## config.mk

```make
export PLATFORM = sky130hd
export DESIGN_NAME = rr_arbiter_8to1
export DESIGN_NICKNAME = d
export VERILOG_FILES = /design/src/rtl/arb_pkg.sv /design/src/rtl/rr_pick.sv /design/src/rtl/rr_arbiter_8to1.sv
export SDC_FILE = /design/constraint.sdc
export NUM_CORES = 1
export LEC_CHECK = 0
export BUFFER_PORTS_ARGS = -buffer_cell sky130_fd_sc_hd__buf_2
export CAP_MARGIN = 5
export CORE_MARGIN = 5
export CORE_UTILIZATION = 45
export CTS_CLUSTER_SIZE = 10
export DETAILED_ROUTE_END_ITERATION = 12
export PLACE_DENSITY_LB_ADDON = 0.2
export SYNTH_ARGS = -nofsm -noshare
export SYNTH_HDL_FRONTEND = slang
export SYNTH_SLANG_ARGS = --single-unit
```

## constraint.sdc

```tcl
create_clock -name clk -period 3 [get_ports clk]
set_input_delay 0.15 -clock clk [delete_from_list [all_inputs] [get_ports clk]]
set_output_delay 0.15 -clock clk [all_outputs]
set_load 0.03 [all_outputs]
```

## src/rtl/arb_pkg.sv

```systemverilog
// Shared types and constants for the 8-input round-robin arbiter.
package arb_pkg;

  localparam int unsigned N_REQ = 8;
  localparam int unsigned IDX_W = 3;
  localparam int unsigned CNT_W = 8;

  typedef enum logic {IDLE, GRANT} arb_state_t;

  typedef logic [N_REQ-1:0] onehot_t;
  typedef logic [IDX_W-1:0] idx_t;
  typedef logic [CNT_W-1:0] cnt_t;

  // Rotate right by sh positions (bit sh lands on bit 0).
  function automatic onehot_t rot_right(input onehot_t v, input idx_t sh);
    logic [2*N_REQ-1:0] dbl;
    dbl = {v, v} >> sh;
    return dbl[N_REQ-1:0];
  endfunction

  // Rotate left by sh positions (bit 0 lands on bit sh).
  function automatic onehot_t rot_left(input onehot_t v, input idx_t sh);
    logic [2*N_REQ-1:0] dbl;
    dbl = {v, v} << sh;
    return dbl[2*N_REQ-1:N_REQ];
  endfunction

endpackage

```

## src/rtl/rr_pick.sv

```systemverilog
// Combinational round-robin picker: first set request at or after last+1, wrapping.
module rr_pick
  import arb_pkg::*;
(
  input  logic [N_REQ-1:0] req,
  input  logic [IDX_W-1:0] last,
  output logic [N_REQ-1:0] pick_oh,
  output logic [IDX_W-1:0] pick_idx
);

  idx_t    start;
  onehot_t rot;
  onehot_t low_oh;
  idx_t    low_idx;

  // Rotate so the highest-priority requester sits at bit 0.
  always_comb begin
    start = last + idx_t'(1);
    rot   = rot_right(req, start);
  end

  // Isolate the lowest set bit of the rotated vector and find its position.
  always_comb begin
    low_oh  = rot & (~rot + onehot_t'(1));
    low_idx = '0;
    for (int i = N_REQ - 1; i >= 0; i--) begin
      if (rot[i]) begin
        low_idx = idx_t'(i);
      end
    end
  end

  // Rotate back into requester numbering; index arithmetic wraps mod 8.
  always_comb begin
    pick_oh  = rot_left(low_oh, start);
    pick_idx = low_idx + start;
  end

endmodule

```

## src/rtl/rr_arbiter_8to1.sv

```systemverilog
// Eight-input round-robin arbiter with registered one-hot grant, hold limit and
// a guaranteed idle cycle between consecutive grants.
module rr_arbiter_8to1
  import arb_pkg::*;
#(
  parameter int unsigned MAX_HOLD = 16
) (
  input  logic             clk,
  input  logic             rst,
  input  logic [N_REQ-1:0] req,
  input  logic             done,
  output logic [N_REQ-1:0] grant,
  output logic             grant_valid,
  output logic             timeout
);

  localparam cnt_t HoldLast = cnt_t'(MAX_HOLD - 1);

  arb_state_t state_q, state_d;
  idx_t       last_q, last_d;
  idx_t       owner_q, owner_d;
  cnt_t       hold_cnt_q, hold_cnt_d;
  onehot_t    grant_q, grant_d;
  logic       grant_valid_q, grant_valid_d;
  logic       timeout_q, timeout_d;

  onehot_t    pick_oh;
  idx_t       pick_idx;
  logic       early_rel;
  logic       expired;

  rr_pick u_pick (
    .req      (req),
    .last     (last_q),
    .pick_oh  (pick_oh),
    .pick_idx (pick_idx)
  );

  // Release causes; done and a dropped request outrank the hold limit for the flag.
  always_comb begin
    early_rel = done | ~req[owner_q];
    expired   = (hold_cnt_q == HoldLast);
  end

  // Next-state and next-output logic.
  always_comb begin
    state_d       = state_q;
    last_d        = last_q;
    owner_d       = owner_q;
    hold_cnt_d    = hold_cnt_q;
    grant_d       = grant_q;
    grant_valid_d = grant_valid_q;
    timeout_d     = 1'b0;

    unique case (state_q)
      IDLE: begin
        if (|req) begin
          grant_d       = pick_oh;
          grant_valid_d = 1'b1;
          owner_d       = pick_idx;
          hold_cnt_d    = '0;
          state_d       = GRANT;
        end else begin
          grant_d       = '0;
          grant_valid_d = 1'b0;
        end
      end
      GRANT: begin
        if (early_rel || expired) begin
          grant_d       = '0;
          grant_valid_d = 1'b0;
          last_d        = owner_q;
          hold_cnt_d    = '0;
          timeout_d     = expired & ~early_rel;
          state_d       = IDLE;
        end else begin
          hold_cnt_d = hold_cnt_q + cnt_t'(1);
        end
      end
      default: begin
        state_d       = IDLE;
        grant_d       = '0;
        grant_valid_d = 1'b0;
      end
    endcase
  end

  // State and output registers; reset puts req[0] at top priority.
  always_ff @(posedge clk or posedge rst) begin
    if (rst) begin
      state_q       <= IDLE;
      last_q        <= idx_t'(N_REQ - 1);
      owner_q       <= '0;
      hold_cnt_q    <= '0;
      grant_q       <= '0;
      grant_valid_q <= 1'b0;
      timeout_q     <= 1'b0;
    end else begin
      state_q       <= state_d;
      last_q        <= last_d;
      owner_q       <= owner_d;
      hold_cnt_q    <= hold_cnt_d;
      grant_q       <= grant_d;
      grant_valid_q <= grant_valid_d;
      timeout_q     <= timeout_d;
    end
  end

  // Outputs come straight from flops.
  always_comb begin
    grant       = grant_q;
    grant_valid = grant_valid_q;
    timeout     = timeout_q;
  end

endmodule
```

==> impl_results.md <==
- Status: finished with violations
- Failing checks: negative setup slack
- Slack of the critical path: -0.0507 ns
- WP data arrival: 3.22 ns
- Antenna Cells: 0
- Drt drc: 0
- Clock Tree Root: clkbuf_8
- Crit end category: flip-flop
- Initial antenna violation count: 0
- Final wirelength: approximately 6.1 mm
- CTS sink count: 25
- Pleak: about 1.1 nW
- RSZ-0062 raised after global routing: true
- Post-synth EDFFs: 0
- Pwr/cell area: about 1400 nW/um2
- Sequential area share after synthesis: between 20% and 30%
- R2R setup slack: -0.05 ns
- All-layer global routing usage: 20.5%
- Drt first pass iters: 4
- Internal: between 1.5 and 2 mW
- Ys Warns: 0
- Syn Area/Cell: 9.06 um2
- Area grow syn2layout: 18.5%
- Pin count of the biggest net entering global routing: 26
- Sw Share: around half
- Slew headroom: 38.6%
- Cell Count, Final, Fillers Out: approximately 360
- Total power draw: between 3 and 4 mW
- #FFs+latches synth: 25
- Crit path max fanout: 13
- Sequential Power Share: 14.3%
- Clock Path Buffers: 2
- Worst Setup Start Kind: flip-flop
- R2R depth: 10
- Place WS: -0.0674 ns
- Die area: 6570 um2
- FP Rows: 25
- Final GP Congestion: 0.868
- Syn_nets: 266
- Min-delay worst type: input pin to async pin
- Crit Reg-Reg Endpoint: owner_q[1]
- Final setup fails: 2
- Post-synthesis async set-or-reset flop share: 100%
- Initial Util: 47.2%
- Logic pwr share: 80.5%
- Cell variety after synth: 63
- Synthesized area: 2270 um2
- WS Path Type: flip-flop to flip-flop
- Global-route wire length before repair: 10.5 mm
- IO Count: 21
- Main synth FF type: dfrtp_1
- Layout net count: 306
- Grt ovf: 0
- Final Hold Slack: 0.0642 ns
- Vias in the first global route: 2123
- Syn Inst Count: approximately 250
- VDD IR-drop max: 0.000723 V
- TritonCTS clock tree: done
- Max-Cap Viols: 0
- Cts bufs inserted: 3
- IO Port Bufs: 20
- Fmax: 328 MHz
- Post-route ant nets: 0
- Clock transition at the registers of the reported paths: 0.09 ns
- Slew Viols, Final: 0
- Via density: 5.97
- Share of cells above drive strength 1: 30.7%
- Clk_lat worst skew: 0.27 ns
- Placed cell count: roughly 350
- DR iter-0 viols: 103
- Total core area: 4820 um2
- Final Hold Fails: 0
- Final min period: 3.05 ns
- Final worst path period share: 102%
- R2r startpoint: last_q[1]
- Htree depth: 1
- Finished Core Util: between 50% and 60%
- Setup Skew: 0.00973 ns
- Hold Buf Count CTS: 0
- Worst-margin pin slew: 0.919 ns
- Total number of vias: between 2k and 2.5k
- DP Wirelength: 4.45 mm
- Avg WL per Cell: between 15 and 20 um
- Die Ht: around 80 um
- Worst EP required: 3.17 ns
- NetSw: between 1.5 and 2 mW
- Die width: a little over 80 um
- Clock network power share: 5.2%
[how the worst max path moves through the flow]
stage | from | to | slack [ns] | cells past startpoint
2_1_floorplan | last_q[0] | owner_q[2] | -0.14 | 14
3_3_place_gp | last_q[0] | owner_q[2] | -0.01 | 12
3_5_place_dp | last_q[0] | owner_q[1] | -0.07 | 11
4_1_cts | last_q[1] | owner_q[1] | -0.05 | 10
5_1_grt | last_q[0] | owner_q[1] | -0.20 | 11
6_report | last_q[1] | owner_q[1] | -0.05 | 10
[Yosys cell counts, types with 4 or more instances]
library cell | count | share of area, %
nand3_1 | 9 | 2.0
mux4_2 | 4 | 4.0
nand4_1 | 6 | 1.7
clkbuf_1 | 5 | 0.83
xnor2_1 | 6 | 2.3
mux2i_1 | 12 | 5.3
nand2_1 | 27 | 4.5
mux2_2 | 11 | 5.4
buf_2 | 4 | 0.88
buf_6 | 4 | 2.0
a211oi_1 | 4 | 1.3
a21oi_1 | 10 | 2.2
dfrtp_1 | 22 | 24
nor2_1 | 26 | 4.3
o211ai_1 | 4 | 1.3
nor4_1 | 4 | 1.1
nor2b_1 | 5 | 1.4
o21ai_0 | 6 | 1.3
nor3_1 | 9 | 2.0
and2_1 | 5 | 1.4
[repair_timing]
item | 4_1_cts | 5_1_grt
endpoints found under the setup margin | 2 | 2
resized for setup | 2 | 3
hold endpoints to repair | 0 | 0
pin swaps | 1 | 0
buffers inserted | 3 | 1
[metrics by stage]
stage / TNS, ns / cell area [um2]
after floorplan: -0.277 / 2290
after global placement: -0.0124 / 2580
after detailed placement: -0.128 / 2580
after CTS: -0.0906 / 2680
after global routing: -0.376 / 2690
final: -0.0765 / 2690
[registers in the layout, summed over array words and instances, names as in the netlist]
name	count
last_q	3
grant_valid	1
state_q	1
owner_q	3
timeout	1
grant	8
hold_cnt_q	8
[final cells by class]
class                           count  area (um2)
Clock buffer                        3        41.3
Clock inverter                      1        7.51
Fill cell                         469        2120
Inverter                            4        15.0
Multi-Input combinational cell    206        1570
Sequential cell                    25         629
Tap cell                           67        83.8
Timing Repair Buffer               51         345
[power groups by stage]
stage,Combinational [mW],Sequential (mW),Clock [mW]
floorplan,2.07,0.613,0
global placement,2.91,0.547,0
detailed placement,2.93,0.549,0
CTS,3.04,0.550,0.212
global route,3.39,0.568,0.227
finish,3.10,0.550,0.202
[worst max-delay path, cell delays in order, from the launching register on]
cell	delay (ns)
dfstp_2	0.57
ha_4	0.25
mux2_2	0.40
mux2i_4	0.18
a21oi_1	0.09
or4_1	0.51
a31oi_1	0.20
ha_2	0.20
fa_1	0.41
nand2_1	0.08
nand2_1	0.05
[placed cells by master (no fill, tap or decap), types with 9 or more instances in the layout]
cell type and instances:
nand2_1 27, nor3_1 9, nand3_1 9, buf_2 20, mux2i_1 10, a21oi_1 9
mux2_2 11, nor2_1 26, dfrtp_1 22, buf_4 30
[metal layers]
layer | track usage [%] | routed length [um] | up-vias
met4 | 7.09 | 87 | 0
met3 | 2.77 | 307 | 10
met1 | 27.6 | 2720 | 1043
met2 | 33.6 | 2940 | 64
met5 | 0 | 0 | -
li1 | - | - | 1015
[logic make-up (layout without fill, tap and decap cells)]
group	Yosys count	in the layout	synth area share, %
adders and majority gates	4	4	2.53
DFF	25	25	27.7
xor gates and xnor gates	9	9	4.13
buffers and inverters	20	59	5.34
AOI/OAI and AO/OA	57	57	18.5
muxes	32	32	19.1
and+or+nand+nor	104	104	22.7
(Power assumes the default switching activity.)
